`config.mk`:
```
export PLATFORM = sky130hd
export DESIGN_NAME = write_arbiter_flat
export DESIGN_NICKNAME = d
export VERILOG_FILES = /design/src/rtl/write_arbiter_pkg.sv /design/src/rtl/write_arbiter_if.sv /design/src/rtl/write_arbiter_addr_decoder.sv /design/src/rtl/write_arbiter.sv /design/src/flat_wrapper.sv
export SDC_FILE = /design/constraint.sdc
export NUM_CORES = 1
export LEC_CHECK = 0
export ABC_AREA = 1
export BUFFER_PORTS_ARGS = -buffer_cell sky130_fd_sc_hd__clkbuf_2
export CAP_MARGIN = 20
export CORE_MARGIN = 5
export CORE_UTILIZATION = 50
export CTS_CLUSTER_DIAMETER = 200
export DETAILED_ROUTE_END_ITERATION = 7
export GPL_ROUTABILITY_DRIVEN = 0
export PLACE_DENSITY = 0.87
export SETUP_SLACK_MARGIN = 0.05
export SLEW_MARGIN = 25
export SYNTH_ARGS = -nofsm -noshare
export SYNTH_HDL_FRONTEND = slang
export SYNTH_SLANG_ARGS = --single-unit
```
`constraint.sdc`:
```
create_clock -name clk -period 2 [get_ports clk]
set_input_delay 0.3 -clock clk [delete_from_list [all_inputs] [get_ports clk]]
set_output_delay 0.3 -clock clk [all_outputs]
set_load 0.05 [all_outputs]
```
`src/rtl/write_arbiter_pkg.sv`:
```
// Shared AXI write-path types: FSM states, slave indices and the address map.
package write_arbiter_pkg;

    typedef enum logic [1:0] {
        ST_IDLE = 2'd0,
        ST_ADDR = 2'd1,
        ST_DATA = 2'd2,
        ST_RESP = 2'd3
    } wr_state_e;

    localparam int SEL_W   = 7;
    localparam int SLV_ROM  = 0;
    localparam int SLV_IM   = 1;
    localparam int SLV_DM   = 2;
    localparam int SLV_DMA  = 3;
    localparam int SLV_WDT  = 4;
    localparam int SLV_DRAM = 5;
    localparam int SLV_DEF  = 6;

    localparam logic [1:0] GNT_M1 = 2'b01;
    localparam logic [1:0] GNT_M2 = 2'b10;

    localparam logic [31:0] ROM_BASE   = 32'h0000_0000;
    localparam logic [31:0] ROM_LIMIT  = 32'h0000_1FFF;
    localparam logic [31:0] IM_BASE    = 32'h0001_0000;
    localparam logic [31:0] IM_LIMIT   = 32'h0001_FFFF;
    localparam logic [31:0] DM_BASE    = 32'h0002_0000;
    localparam logic [31:0] DM_LIMIT   = 32'h0002_FFFF;
    localparam logic [31:0] DMA_BASE   = 32'h1002_0000;
    localparam logic [31:0] DMA_LIMIT  = 32'h1002_03FF;
    localparam logic [31:0] WDT_BASE   = 32'h1001_0000;
    localparam logic [31:0] WDT_LIMIT  = 32'h1001_03FF;
    localparam logic [31:0] DRAM_BASE  = 32'h2000_0000;
    localparam logic [31:0] DRAM_LIMIT = 32'h201F_FFFF;

    function automatic logic in_window(input logic [31:0] a,
                                       input logic [31:0] base,
                                       input logic [31:0] limit);
        return (a >= base) && (a <= limit);
    endfunction

endpackage

```
`src/rtl/write_arbiter_if.sv`:
```
// Write-channel arbitration bundle: master requests, slave handshakes and the
// steering controls the arbiter produces.
interface write_arbiter_if
    import write_arbiter_pkg::*;
#(
    parameter int ADDR_W = 32,
    parameter int LEN_W  = 4
);
    logic              AWVALID_M1;
    logic [ADDR_W-1:0] AWADDR_M1;
    logic [LEN_W-1:0]  AWLEN_M1;
    logic              AWVALID_M2;
    logic [ADDR_W-1:0] AWADDR_M2;
    logic [LEN_W-1:0]  AWLEN_M2;
    logic [5:0]        AWREADY_S;
    logic              WVALID_G;
    logic              WLAST_G;
    logic              WREADY_G;
    logic              BVALID_G;
    logic              BREADY_G;
    logic [1:0]        grant;
    logic [SEL_W-1:0]  slave_sel;
    logic              aw_en;
    logic              w_en;
    logic              b_en;
    logic              len_err;

    // Arbiter side.
    modport slave (
        input  AWVALID_M1, AWADDR_M1, AWLEN_M1,
        input  AWVALID_M2, AWADDR_M2, AWLEN_M2,
        input  AWREADY_S, WVALID_G, WLAST_G, WREADY_G, BVALID_G, BREADY_G,
        output grant, slave_sel, aw_en, w_en, b_en, len_err
    );

    // Bus/environment side.
    modport master (
        output AWVALID_M1, AWADDR_M1, AWLEN_M1,
        output AWVALID_M2, AWADDR_M2, AWLEN_M2,
        output AWREADY_S, WVALID_G, WLAST_G, WREADY_G, BVALID_G, BREADY_G,
        input  grant, slave_sel, aw_en, w_en, b_en, len_err
    );
endinterface

```
`src/rtl/write_arbiter_addr_decoder.sv`:
```
// Combinational address decoder: address to one-hot slave select, bit 6 is the
// DECERR default slave. Shared with the read path.
module addr_decoder
    import write_arbiter_pkg::*;
#(
    parameter int ADDR_W = 32
) (
    input  logic [ADDR_W-1:0] addr,
    output logic [SEL_W-1:0]  sel
);
    logic [63:0] a64;
    logic [31:0] a32;
    logic        hi_zero;

    always_comb begin
        a64     = 64'(addr);
        a32     = a64[31:0];
        hi_zero = (a64[63:32] == 32'h0);
        sel     = '0;
        // Any bit above the 32-bit map makes the access unmapped.
        if (!hi_zero)                                 sel[SLV_DEF]  = 1'b1;
        else if (in_window(a32, ROM_BASE, ROM_LIMIT))   sel[SLV_ROM]  = 1'b1;
        else if (in_window(a32, IM_BASE, IM_LIMIT))     sel[SLV_IM]   = 1'b1;
        else if (in_window(a32, DM_BASE, DM_LIMIT))     sel[SLV_DM]   = 1'b1;
        else if (in_window(a32, DMA_BASE, DMA_LIMIT))   sel[SLV_DMA]  = 1'b1;
        else if (in_window(a32, WDT_BASE, WDT_LIMIT))   sel[SLV_WDT]  = 1'b1;
        else if (in_window(a32, DRAM_BASE, DRAM_LIMIT)) sel[SLV_DRAM] = 1'b1;
        else                                           sel[SLV_DEF]  = 1'b1;
    end
endmodule

```
`src/rtl/write_arbiter.sv`:
```
// Two-master AXI write arbiter: round-robin grant, address decode and a
// burst-tracking FSM that steers AW, W and B between the granted master and slave.
module write_arbiter
    import write_arbiter_pkg::*;
#(
    parameter int ADDR_W = 32,
    parameter int LEN_W  = 4
) (
    input logic            clk,
    input logic            rst,
    write_arbiter_if.slave bus
);
    logic [1:0]        rst_sync_q;
    logic              rst_n_int;

    wr_state_e         state_q, state_d;
    logic [1:0]        grant_q, grant_d;
    logic              last_m2_q, last_m2_d;
    logic [LEN_W-1:0]  cnt_q, cnt_d;
    logic              len_err_q, len_err_d;
    logic [ADDR_W-1:0] addr_q, addr_d;
    logic [LEN_W-1:0]  len_q, len_d;

    logic [1:0]        pick;
    logic [SEL_W-1:0]  dec_sel;
    logic              aw_ready;
    logic              beat;

    // Assert asynchronously, deassert two edges later so the FSM leaves reset cleanly.
    always_ff @(posedge clk or negedge rst) begin
        if (!rst) rst_sync_q <= 2'b00;
        else      rst_sync_q <= {rst_sync_q[0], 1'b1};
    end
    assign rst_n_int = rst_sync_q[1];

    addr_decoder #(.ADDR_W(ADDR_W)) u_addr_decoder (
        .addr (addr_q),
        .sel  (dec_sel)
    );

    assign aw_ready = dec_sel[SLV_DEF] | (|(dec_sel[5:0] & bus.AWREADY_S));
    assign beat     = bus.WVALID_G & bus.WREADY_G;

    always_ff @(posedge clk or negedge rst_n_int) begin
        if (!rst_n_int) begin
            state_q   <= ST_IDLE;
            grant_q   <= '0;
            last_m2_q <= 1'b1;
            cnt_q     <= '0;
            len_err_q <= 1'b0;
        end else begin
            state_q   <= state_d;
            grant_q   <= grant_d;
            last_m2_q <= last_m2_d;
            cnt_q     <= cnt_d;
            len_err_q <= len_err_d;
        end
    end

    // Captured request; qualified by state, so no reset is needed.
    always_ff @(posedge clk) begin
        addr_q <= addr_d;
        len_q  <= len_d;
    end

    always_comb begin
        state_d   = state_q;
        grant_d   = grant_q;
        last_m2_d = last_m2_q;
        cnt_d     = cnt_q;
        len_err_d = 1'b0;
        addr_d    = addr_q;
        len_d     = len_q;
        pick      = '0;

        if (bus.AWVALID_M1 && bus.AWVALID_M2) pick = last_m2_q ? GNT_M1 : GNT_M2;
        else if (bus.AWVALID_M1)              pick = GNT_M1;
        else if (bus.AWVALID_M2)              pick = GNT_M2;

        unique case (state_q)
            ST_IDLE: begin
                if (pick != 2'b00) begin
                    state_d = ST_ADDR;
                    grant_d = pick;
                    addr_d  = pick[1] ? bus.AWADDR_M2 : bus.AWADDR_M1;
                    len_d   = pick[1] ? bus.AWLEN_M2  : bus.AWLEN_M1;
                end
            end
            ST_ADDR: begin
                if (aw_ready) begin
                    state_d = ST_DATA;
                    cnt_d   = len_q;
                end
            end
            ST_DATA: begin
                // Termination follows the counter; WLAST only feeds the error flag.
                if (beat) begin
                    len_err_d = bus.WLAST_G != (cnt_q == '0);
                    if (cnt_q == '0) state_d = ST_RESP;
                    else             cnt_d   = cnt_q - LEN_W'(1);
                end
            end
            ST_RESP: begin
                if (bus.BVALID_G && bus.BREADY_G) begin
                    state_d   = ST_IDLE;
                    last_m2_d = grant_q[1];
                    grant_d   = '0;
                end
            end
            default: state_d = ST_IDLE;
        endcase
    end

    always_comb begin
        bus.aw_en     = (state_q == ST_ADDR);
        bus.w_en      = (state_q == ST_DATA);
        bus.b_en      = (state_q == ST_RESP);
        bus.grant     = grant_q;
        bus.slave_sel = (state_q != ST_IDLE) ? dec_sel : '0;
        bus.len_err   = len_err_q;
    end
endmodule

```
`src/flat_wrapper.sv`:
```
// flat-port wrapper written by rule: the top's interface ports become plain ports
module write_arbiter_flat import write_arbiter_pkg::*;
#(
    parameter int ADDR_W = 32,
    parameter int LEN_W  = 4
)
  (clk, rst, bus_AWVALID_M1, bus_AWADDR_M1, bus_AWLEN_M1, bus_AWVALID_M2, bus_AWADDR_M2, bus_AWLEN_M2, bus_AWREADY_S, bus_WVALID_G, bus_WLAST_G, bus_WREADY_G, bus_BVALID_G, bus_BREADY_G, bus_grant, bus_slave_sel, bus_aw_en, bus_w_en, bus_b_en, bus_len_err);
  write_arbiter_if #(.ADDR_W(ADDR_W), .LEN_W(LEN_W)) bus_i ();
  input logic clk;
  input logic rst;
  input wire logic [$bits(bus_i.AWVALID_M1)-1:0] bus_AWVALID_M1;
  input wire logic [$bits(bus_i.AWADDR_M1)-1:0] bus_AWADDR_M1;
  input wire logic [$bits(bus_i.AWLEN_M1)-1:0] bus_AWLEN_M1;
  input wire logic [$bits(bus_i.AWVALID_M2)-1:0] bus_AWVALID_M2;
  input wire logic [$bits(bus_i.AWADDR_M2)-1:0] bus_AWADDR_M2;
  input wire logic [$bits(bus_i.AWLEN_M2)-1:0] bus_AWLEN_M2;
  input wire logic [$bits(bus_i.AWREADY_S)-1:0] bus_AWREADY_S;
  input wire logic [$bits(bus_i.WVALID_G)-1:0] bus_WVALID_G;
  input wire logic [$bits(bus_i.WLAST_G)-1:0] bus_WLAST_G;
  input wire logic [$bits(bus_i.WREADY_G)-1:0] bus_WREADY_G;
  input wire logic [$bits(bus_i.BVALID_G)-1:0] bus_BVALID_G;
  input wire logic [$bits(bus_i.BREADY_G)-1:0] bus_BREADY_G;
  output wire logic [$bits(bus_i.grant)-1:0] bus_grant;
  output wire logic [$bits(bus_i.slave_sel)-1:0] bus_slave_sel;
  output wire logic [$bits(bus_i.aw_en)-1:0] bus_aw_en;
  output wire logic [$bits(bus_i.w_en)-1:0] bus_w_en;
  output wire logic [$bits(bus_i.b_en)-1:0] bus_b_en;
  output wire logic [$bits(bus_i.len_err)-1:0] bus_len_err;
  assign bus_i.AWVALID_M1 = bus_AWVALID_M1;
  assign bus_i.AWADDR_M1 = bus_AWADDR_M1;
  assign bus_i.AWLEN_M1 = bus_AWLEN_M1;
  assign bus_i.AWVALID_M2 = bus_AWVALID_M2;
  assign bus_i.AWADDR_M2 = bus_AWADDR_M2;
  assign bus_i.AWLEN_M2 = bus_AWLEN_M2;
  assign bus_i.AWREADY_S = bus_AWREADY_S;
  assign bus_i.WVALID_G = bus_WVALID_G;
  assign bus_i.WLAST_G = bus_WLAST_G;
  assign bus_i.WREADY_G = bus_WREADY_G;
  assign bus_i.BVALID_G = bus_BVALID_G;
  assign bus_i.BREADY_G = bus_BREADY_G;
  assign bus_grant = bus_i.grant;
  assign bus_slave_sel = bus_i.slave_sel;
  assign bus_aw_en = bus_i.aw_en;
  assign bus_w_en = bus_i.w_en;
  assign bus_b_en = bus_i.b_en;
  assign bus_len_err = bus_i.len_err;
  write_arbiter #(.ADDR_W(ADDR_W), .LEN_W(LEN_W)) u_core (.clk(clk), .rst(rst), .bus(bus_i));
endmodule
```
## After elaboration in Yosys (flattened, before gate mapping)

Index checks and enable logic that the tools add are counted.
W data, S select, Z words.

| word-level totals | value |
|---|---|
| register bits | 48 |
| latch bits | 0 |
| memory bits (writable) | 0 |
| ROM bits | 0 |
| input bits | 87 |
| output and inout bits | 13 |
| word-level logic and storage cells | 87 |
| memories | 0 |

| cells by class | value |
|---|---|
| $add $sub $neg | 1 |
| multiply operators | 0 |
| div/mod/pow operators | 0 |
| order comparisons | 12 |
| equality and inequality tests | 10 |
| shift operators | 0 |
| mux-type cells | 33 |
| bitwise logic cells | 3 |
| reduce and logical (&&, ||, !) cells | 20 |

Operators by type and width:

| kind | number |
|---|---|
| $ge A32 B29 Y1 const B | 2 |
| $le A32 B29 Y1 const B | 2 |
| $ge A32 B1 Y1 const B | 1 |
| $ge A32 B17 Y1 const B | 1 |
| $ge A32 B18 Y1 const B | 1 |
| $ge A32 B30 Y1 const B | 1 |
| $le A32 B13 Y1 const B | 1 |
| $le A32 B17 Y1 const B | 1 |
| $le A32 B18 Y1 const B | 1 |
| $le A32 B30 Y1 const B | 1 |
| $mux W32 | 1 |
| $mux W2 | 11 |
| $mux W4 | 5 |
| $ne A2 B1 Y1 const B | 5 |
| $mux W1 | 9 |
| $logic_and A1 B1 Y1 | 8 |
| $pmux W2 S4 | 1 |
| $pmux W4 S2 | 1 |
| $reduce_bool A2 Y1 | 4 |
| $mux W7 | 1 |
| $and A6 B6 Y6 | 1 |
| $mux W6 | 1 |
| $reduce_or A6 Y1 | 1 |
| $mux W5 | 1 |
| 15 further kinds | 17 |

## Logic depth before layout (Yosys ltp)

| logic depth | value |
|---|---|
| depth in word-level cells | 13 |
| depth in mapped cells | 13 |
| mapped depth without buffers | 13 |

## Modules after synthesis

A second synthesis with hierarchy kept.

| unflattened totals | value |
|---|---|
| cell total of the unflattened synthesis | 371 |
| area total of the unflattened synthesis | 2864.0 um^2 |

Modules (own cells, without submodules):

| module | instances | cells an instance | area an instance (um^2) | sequential area each (um^2) |
|---|---|---|---|---|
| write_arbiter | 1 | 293 | 2481.1 | 1382.6 |
| addr_decoder | 1 | 78 | 382.9 | 0.0 |

## Worst setup path before layout

No wires, ideal clock.

| timing | value |
|---|---|
| path type | register to output |
| start | register u_core.addr_q[19] |
| end | output port bus_slave_sel[5] |
| data arrival time | 2180 ps |
| required time | 1700 ps |
| path slack | -480 ps |
| stages on the path, launching flop included | 10 |
| buffers on the path | 0 |
| cells stage by stage | edfxtp_1 -> nor2_4 -> nand2_2 -> nor2_4 -> nand2_1 -> nor2_2 -> nand2_1 -> nand3_2 -> nand3_1 -> nor3_1 |

| on the way | value |
|---|---|
| cells in the longest elaborated chain, start to end | 9 |
| elaborated cells between the ends (all ways) | 25 |
| those cells by class | 12 x order compare; 7 x mux; 6 x reduce/logical |

Ends and longest elaborated chain:

| item | line | source |
|---|---|---|
| from (decl) | write_arbiter.sv:21 | `logic [ADDR_W-1:0] addr_q, addr_d;` |
| from (signal assigned) | write_arbiter.sv:62 | `addr_q <= addr_d;` |
| $ge A32 B30 Y1 or $le A32 B30 Y1 (tied branches) | write_arbiter_pkg.sv:39 | `return (a >= base) && (a <= limit);` |
| $logic_and A1 B1 Y1 | write_arbiter_pkg.sv:39 |  |
| $mux W1 | write_arbiter_addr_decoder.sv:27 | `else if (in_window(a32, DRAM_BASE, DRAM_LIMIT)) sel[SLV_DRAM] = 1'b1;` |
| $mux W2 | write_arbiter_addr_decoder.sv:26 | `else if (in_window(a32, WDT_BASE, WDT_LIMIT)) sel[SLV_WDT] = 1'b1;` |
| $mux W3 | write_arbiter_addr_decoder.sv:25 | `else if (in_window(a32, DMA_BASE, DMA_LIMIT)) sel[SLV_DMA] = 1'b1;` |
| $mux W4 | write_arbiter_addr_decoder.sv:24 | `else if (in_window(a32, DM_BASE, DM_LIMIT)) sel[SLV_DM] = 1'b1;` |
| $mux W5 | write_arbiter_addr_decoder.sv:23 | `else if (in_window(a32, IM_BASE, IM_LIMIT)) sel[SLV_IM] = 1'b1;` |
| $mux W6 * | write_arbiter_addr_decoder.sv:22 | `else if (in_window(a32, ROM_BASE, ROM_LIMIT)) sel[SLV_ROM] = 1'b1;` |
| $mux W7 * | write_arbiter.sv:119 | `bus.slave_sel = (state_q != ST_IDLE) ? dec_sel : '0;` |
| to (decl) | flat_wrapper.sv:24 | `output wire logic [$bits(bus_i.slave_sel)-1:0] bus_slave_sel;` |

Mark *: on every way between the ends. The rest lies on a longest branch, timed or not.

## Worst setup path in the final report

| timing | value |
|---|---|
| start | register u_core.addr_q[21] |
| end | output port bus_slave_sel[5] |

The elaborated chain is that of the path after synthesis.

==> Implementation_results.wiki <==
{| class="wikitable"
! Metric !! Value
|-
| Status || finished, violations left
|-
| Violated checks || setup timing
|-
| Kind of start point of the critical path || flip-flop
|-
| Fin util || slightly below 70%
|-
| Number of DRC markers after the initial detailed-route iteration || between 90 and 100
|-
| PD cells || approximately 1100 mW/mm²
|-
| Row count || 27
|-
| Final Hold Fails || 0
|-
| Net count after synthesis || ~450
|-
| Average wire per standard cell || about 13 µm
|-
| Clock Tree Buf Depth || 2
|-
| Later-pin clock latency in the skew report || roughly 0.30 ns
|-
| Fraction of power consumed by combinational cells || 45.5%
|-
| Library cell with the largest summed area after synthesis || sky130_fd_sc_hd__edfxtp_1
|-
| Class of the tightest hold or removal check || flip-flop to asynchronous set/reset pin
|-
| Net total in the final layout || ~560
|-
| Residual DRC || 0
|-
| Max-cap viol count || 0
|-
| CTS tree || done
|-
| Max Clk Rate || between 400 and 500 MHz
|-
| Maximum number of pins on one net before global-route repair || 38
|-
| Final cell area excluding filler cells || 0.00376 mm²
|-
| Sum of overflow across all layers after global routing || 0
|-
| Leakage power || 1.94 nW
|-
| Yosys cell types || 28
|-
| Initial antenna violation count || 0
|-
| IO Count || 100
|-
| Setup-failing EPs final || 12
|-
| Maximum fanout encountered on the critical timing path || 4
|-
| Level count of the clock H-tree || 2
|-
| Post-Synthesis Cell Area || around 0.0028 mm²
|-
| Post-detail-place hpwl || roughly 5200 µm
|-
| Share of the clock period used by the worst path after layout || 113%
|-
| Via count of the first global-routing pass || roughly 2700
|-
| Overall routing resource usage || approximately 19%
|-
| FILL cells || 430
|-
| Port-buffer cells || ~100
|-
| Total area of multi-input combinational cells || ~0.0013 mm²
|-
| Post-route worst setup slack || -0.267 ns
|-
| Number of buffers added by the clock tree synthesis step || 5
|-
| CTS clock-pin slew for the worst setup and hold paths || ~0.080 ns
|-
| Total Wirelength || 6900 µm
|-
| Maximum vdd drop || ~740 µV
|-
| Setup total negative slack || -1.41 ns
|-
| Pins Over Slew Limit || 0
|-
| Clock skew || between 0.006 and 0.007 ns
|-
| Net Switching || ~0.0017 W
|-
| Die area || slightly above 0.007 mm²
|-
| Ratio of cells with drive above 1 in the final layout || 37.4%
|-
| Fraction of power spent switching nets || between 40 and 50%
|-
| Number of optimization iterations in the first detailed-route pass || 4
|-
| Portion of synthesized cell area occupied by the leading cell type || between 30 and 40%
|-
| Sequential cell area || approximately 0.0014 mm²
|-
| Layout-stage area growth over the synthesis result || 35.8%
|-
| Detailed-route vias per instance || between 4 and 5
|-
| Final hold slack || 0.170 ns
|-
| Commonest cells after routing, fill and taps aside || sky130_fd_sc_hd__nand2_1, sky130_fd_sc_hd__clkbuf_2, sky130_fd_sc_hd__inv_1
|-
| Num Clock Sinks || 48
|-
| Cell Int Power || between 0.002 and 0.0025 W
|-
| Commonest non-fill, non-tap cell in the layout || sky130_fd_sc_hd__nand2_1
|-
| RSZ-0062 raised after global routing || true
|-
| Time the worst path needs with I/O delays and setup || about 2.3 ns
|-
| Initial core utilization || about 51%
|-
| Core Box Area || approximately 0.0054 mm²
|-
| First-pass GRT wire length || approximately 11000 µm
|-
| Post-synthesis register bit count || 48
|-
| Data required time of the critical path || about 1.7 ns
|-
| Gate count of the mapped netlist || 355
|-
| Register share of total power || 41.0%
|-
| Root cell of the clock tree || sky130_fd_sc_hd__clkbuf_8
|-
| Die W || between 80 and 90 µm
|-
| Floorplan die height || 84.4 µm
|-
| Via total after detailed routing || ~2700
|-
| Power Total || 0.00406 W
|-
| Data arrival time of the critical path || about 2 ns
|-
| Part of the Yosys area used for sequential elements || approximately half
|-
| Most area-consuming cells after synthesis || sky130_fd_sc_hd__edfxtp_1, sky130_fd_sc_hd__nand2_1, sky130_fd_sc_hd__dfrtp_1
|-
| Antenna diodes || 0
|-
| Part of the total power dissipated in the clock network || about 14%
|-
| Cell Area, Placed || between 0.003 and 0.004 mm²
|-
| Crit end category || primary output
|-
| Synth warn || 0
|-
| Critical path start-end classification || flip-flop to primary output
|-
| Routed Antenna Nets || 0
|-
| Mapped Avg Cell Area || around 7.8 µm²
|}
cell families (layout without fill, tap and decap cells):
logic type	after synthesis	count (layout)	share of synthesized area, %
simple gates	232	232	36.6
buf+inv	49	167	6.64
flops	48	48	49.9
compound gates	16	16	3.03
fa+ha+maj	5	5	2.26
xor+xnor	2	2	0.633
mux	2	2	0.723
other cells	1	1	0.135
worst paths after layout:
path / slack, ns / from / to / depth (start not counted)
max: -0.27 / u_core.addr_q[21] / bus_slave_sel[5] / 10
min: 0.17 / u_core.rst_sync_q[1] / u_core.cnt_q[1] / 0
max reg2reg: -0.11 / u_core.addr_q[21] / u_core.cnt_q[1] / 15
min reg2reg: 0.17 / u_core.rst_sync_q[1] / u_core.cnt_q[1] / 0
max in group asynchronous: 1.51 / u_core.rst_sync_q[1] / u_core.last_m2_q / 0
min in group clk: 0.24 / bus_WLAST_G / u_core.bus.len_err / 3
cell usage after synthesis:
cell / count
sky130_fd_sc_hd__xor2_1: 2
sky130_fd_sc_hd__nand2_4: 1
sky130_fd_sc_hd__nor2_2: 8
sky130_fd_sc_hd__nor2_4: 4
sky130_fd_sc_hd__nand3_1: 15
sky130_fd_sc_hd__o21ai_1: 5
sky130_fd_sc_hd__dfstp_2: 1
sky130_fd_sc_hd__nor4_1: 1
sky130_fd_sc_hd__buf_1: 2
sky130_fd_sc_hd__dfrtp_1: 11
sky130_fd_sc_hd__nor2_1: 22
sky130_fd_sc_hd__a21oi_2: 1
sky130_fd_sc_hd__inv_2: 1
sky130_fd_sc_hd__nand2_1: 159
sky130_fd_sc_hd__inv_1: 39
sky130_fd_sc_hd__nand3b_1: 1
sky130_fd_sc_hd__nand4_1: 10
sky130_fd_sc_hd__nand2_2: 4
sky130_fd_sc_hd__mux2i_1: 2
sky130_fd_sc_hd__nor3_1: 2
sky130_fd_sc_hd__conb_1: 1
sky130_fd_sc_hd__nand3_2: 3
sky130_fd_sc_hd__edfxtp_1: 36
sky130_fd_sc_hd__or2_2: 2
sky130_fd_sc_hd__a21oi_1: 2
sky130_fd_sc_hd__ha_1: 5
sky130_fd_sc_hd__clkbuf_1: 7
sky130_fd_sc_hd__o21ai_0: 8
final cells by class:
class	count	area share (%)
Clock buffer	7	2.03
Inverter	40	4.09
Sequential cell	48	36.8
Multi-Input combinational cell	258	35.4
Timing Repair Buffer	119	19.2
Clock inverter	1	0.133
Tap cell	72	2.40
flip-flops by register name, summed over array words and instances (netlist names):
| register | cells |
|---|---|
| u_core.len_q | 4 |
| u_core.bus.len_err | 1 |
| u_core.state_q | 2 |
| u_core.cnt_q | 4 |
| u_core.last_m2_q | 1 |
| u_core.addr_q | 32 |
| u_core.rst_sync_q | 2 |
| u_core.bus.grant | 2 |
worst max-delay path, cell delays in order, from the launching register on:
cell	delay [ns]
sky130_fd_sc_hd__edfxtp_1	0.42
sky130_fd_sc_hd__nor2_2	0.13
sky130_fd_sc_hd__nand2_2	0.11
sky130_fd_sc_hd__nor2_4	0.12
sky130_fd_sc_hd__nand2_2	0.08
sky130_fd_sc_hd__nor2_4	0.12
sky130_fd_sc_hd__nand2_2	0.07
sky130_fd_sc_hd__nand3_2	0.10
sky130_fd_sc_hd__nand3_2	0.12
sky130_fd_sc_hd__nor3_4	0.24
sky130_fd_sc_hd__buf_8	0.18
metal layers:
layer / up-vias / wire length, µm / track usage [%]
met5: - / 0 / 0
met4: 0 / 209 / 6.76
met3: 17 / 478 / 4.12
met2: 109 / 3460 / 34.6
met1: 1182 / 2750 / 23.0
li1: 1350 / - / -
what timing repair did:
| action | CTS | global route |
|---|---|---|
| hold buffers | 1 | 0 |
| pin swaps | 9 | 15 |
| setup endpoints to repair | 7 | 13 |
| resized for setup | 16 | 36 |
| setup buffers | 6 | 9 |
| endpoints found under the hold margin | 2 | 0 |
power by group through the flow:
stage	Sequential [W]	Clock [W]	Combinational, W
6_report	0.00167	0.000548	0.00185
5_1_grt	0.00170	0.000581	0.00207
4_1_cts	0.00166	0.000559	0.00173
3_5_place_dp	0.00167	0	0.00167
3_3_place_gp	0.00165	0	0.00160
2_1_floorplan	0.00170	0	0.00117
through the flow:
stage / setup WS (ns) / cells
floorplan: -0.121 / 355
global placement: 0.120 / 521
detailed placement: 0.0256 / 521
CTS: -0.186 / 536
global route: -0.380 / 545
finish: -0.267 / 545
Note: power is estimated with default switching activity, not from simulation.
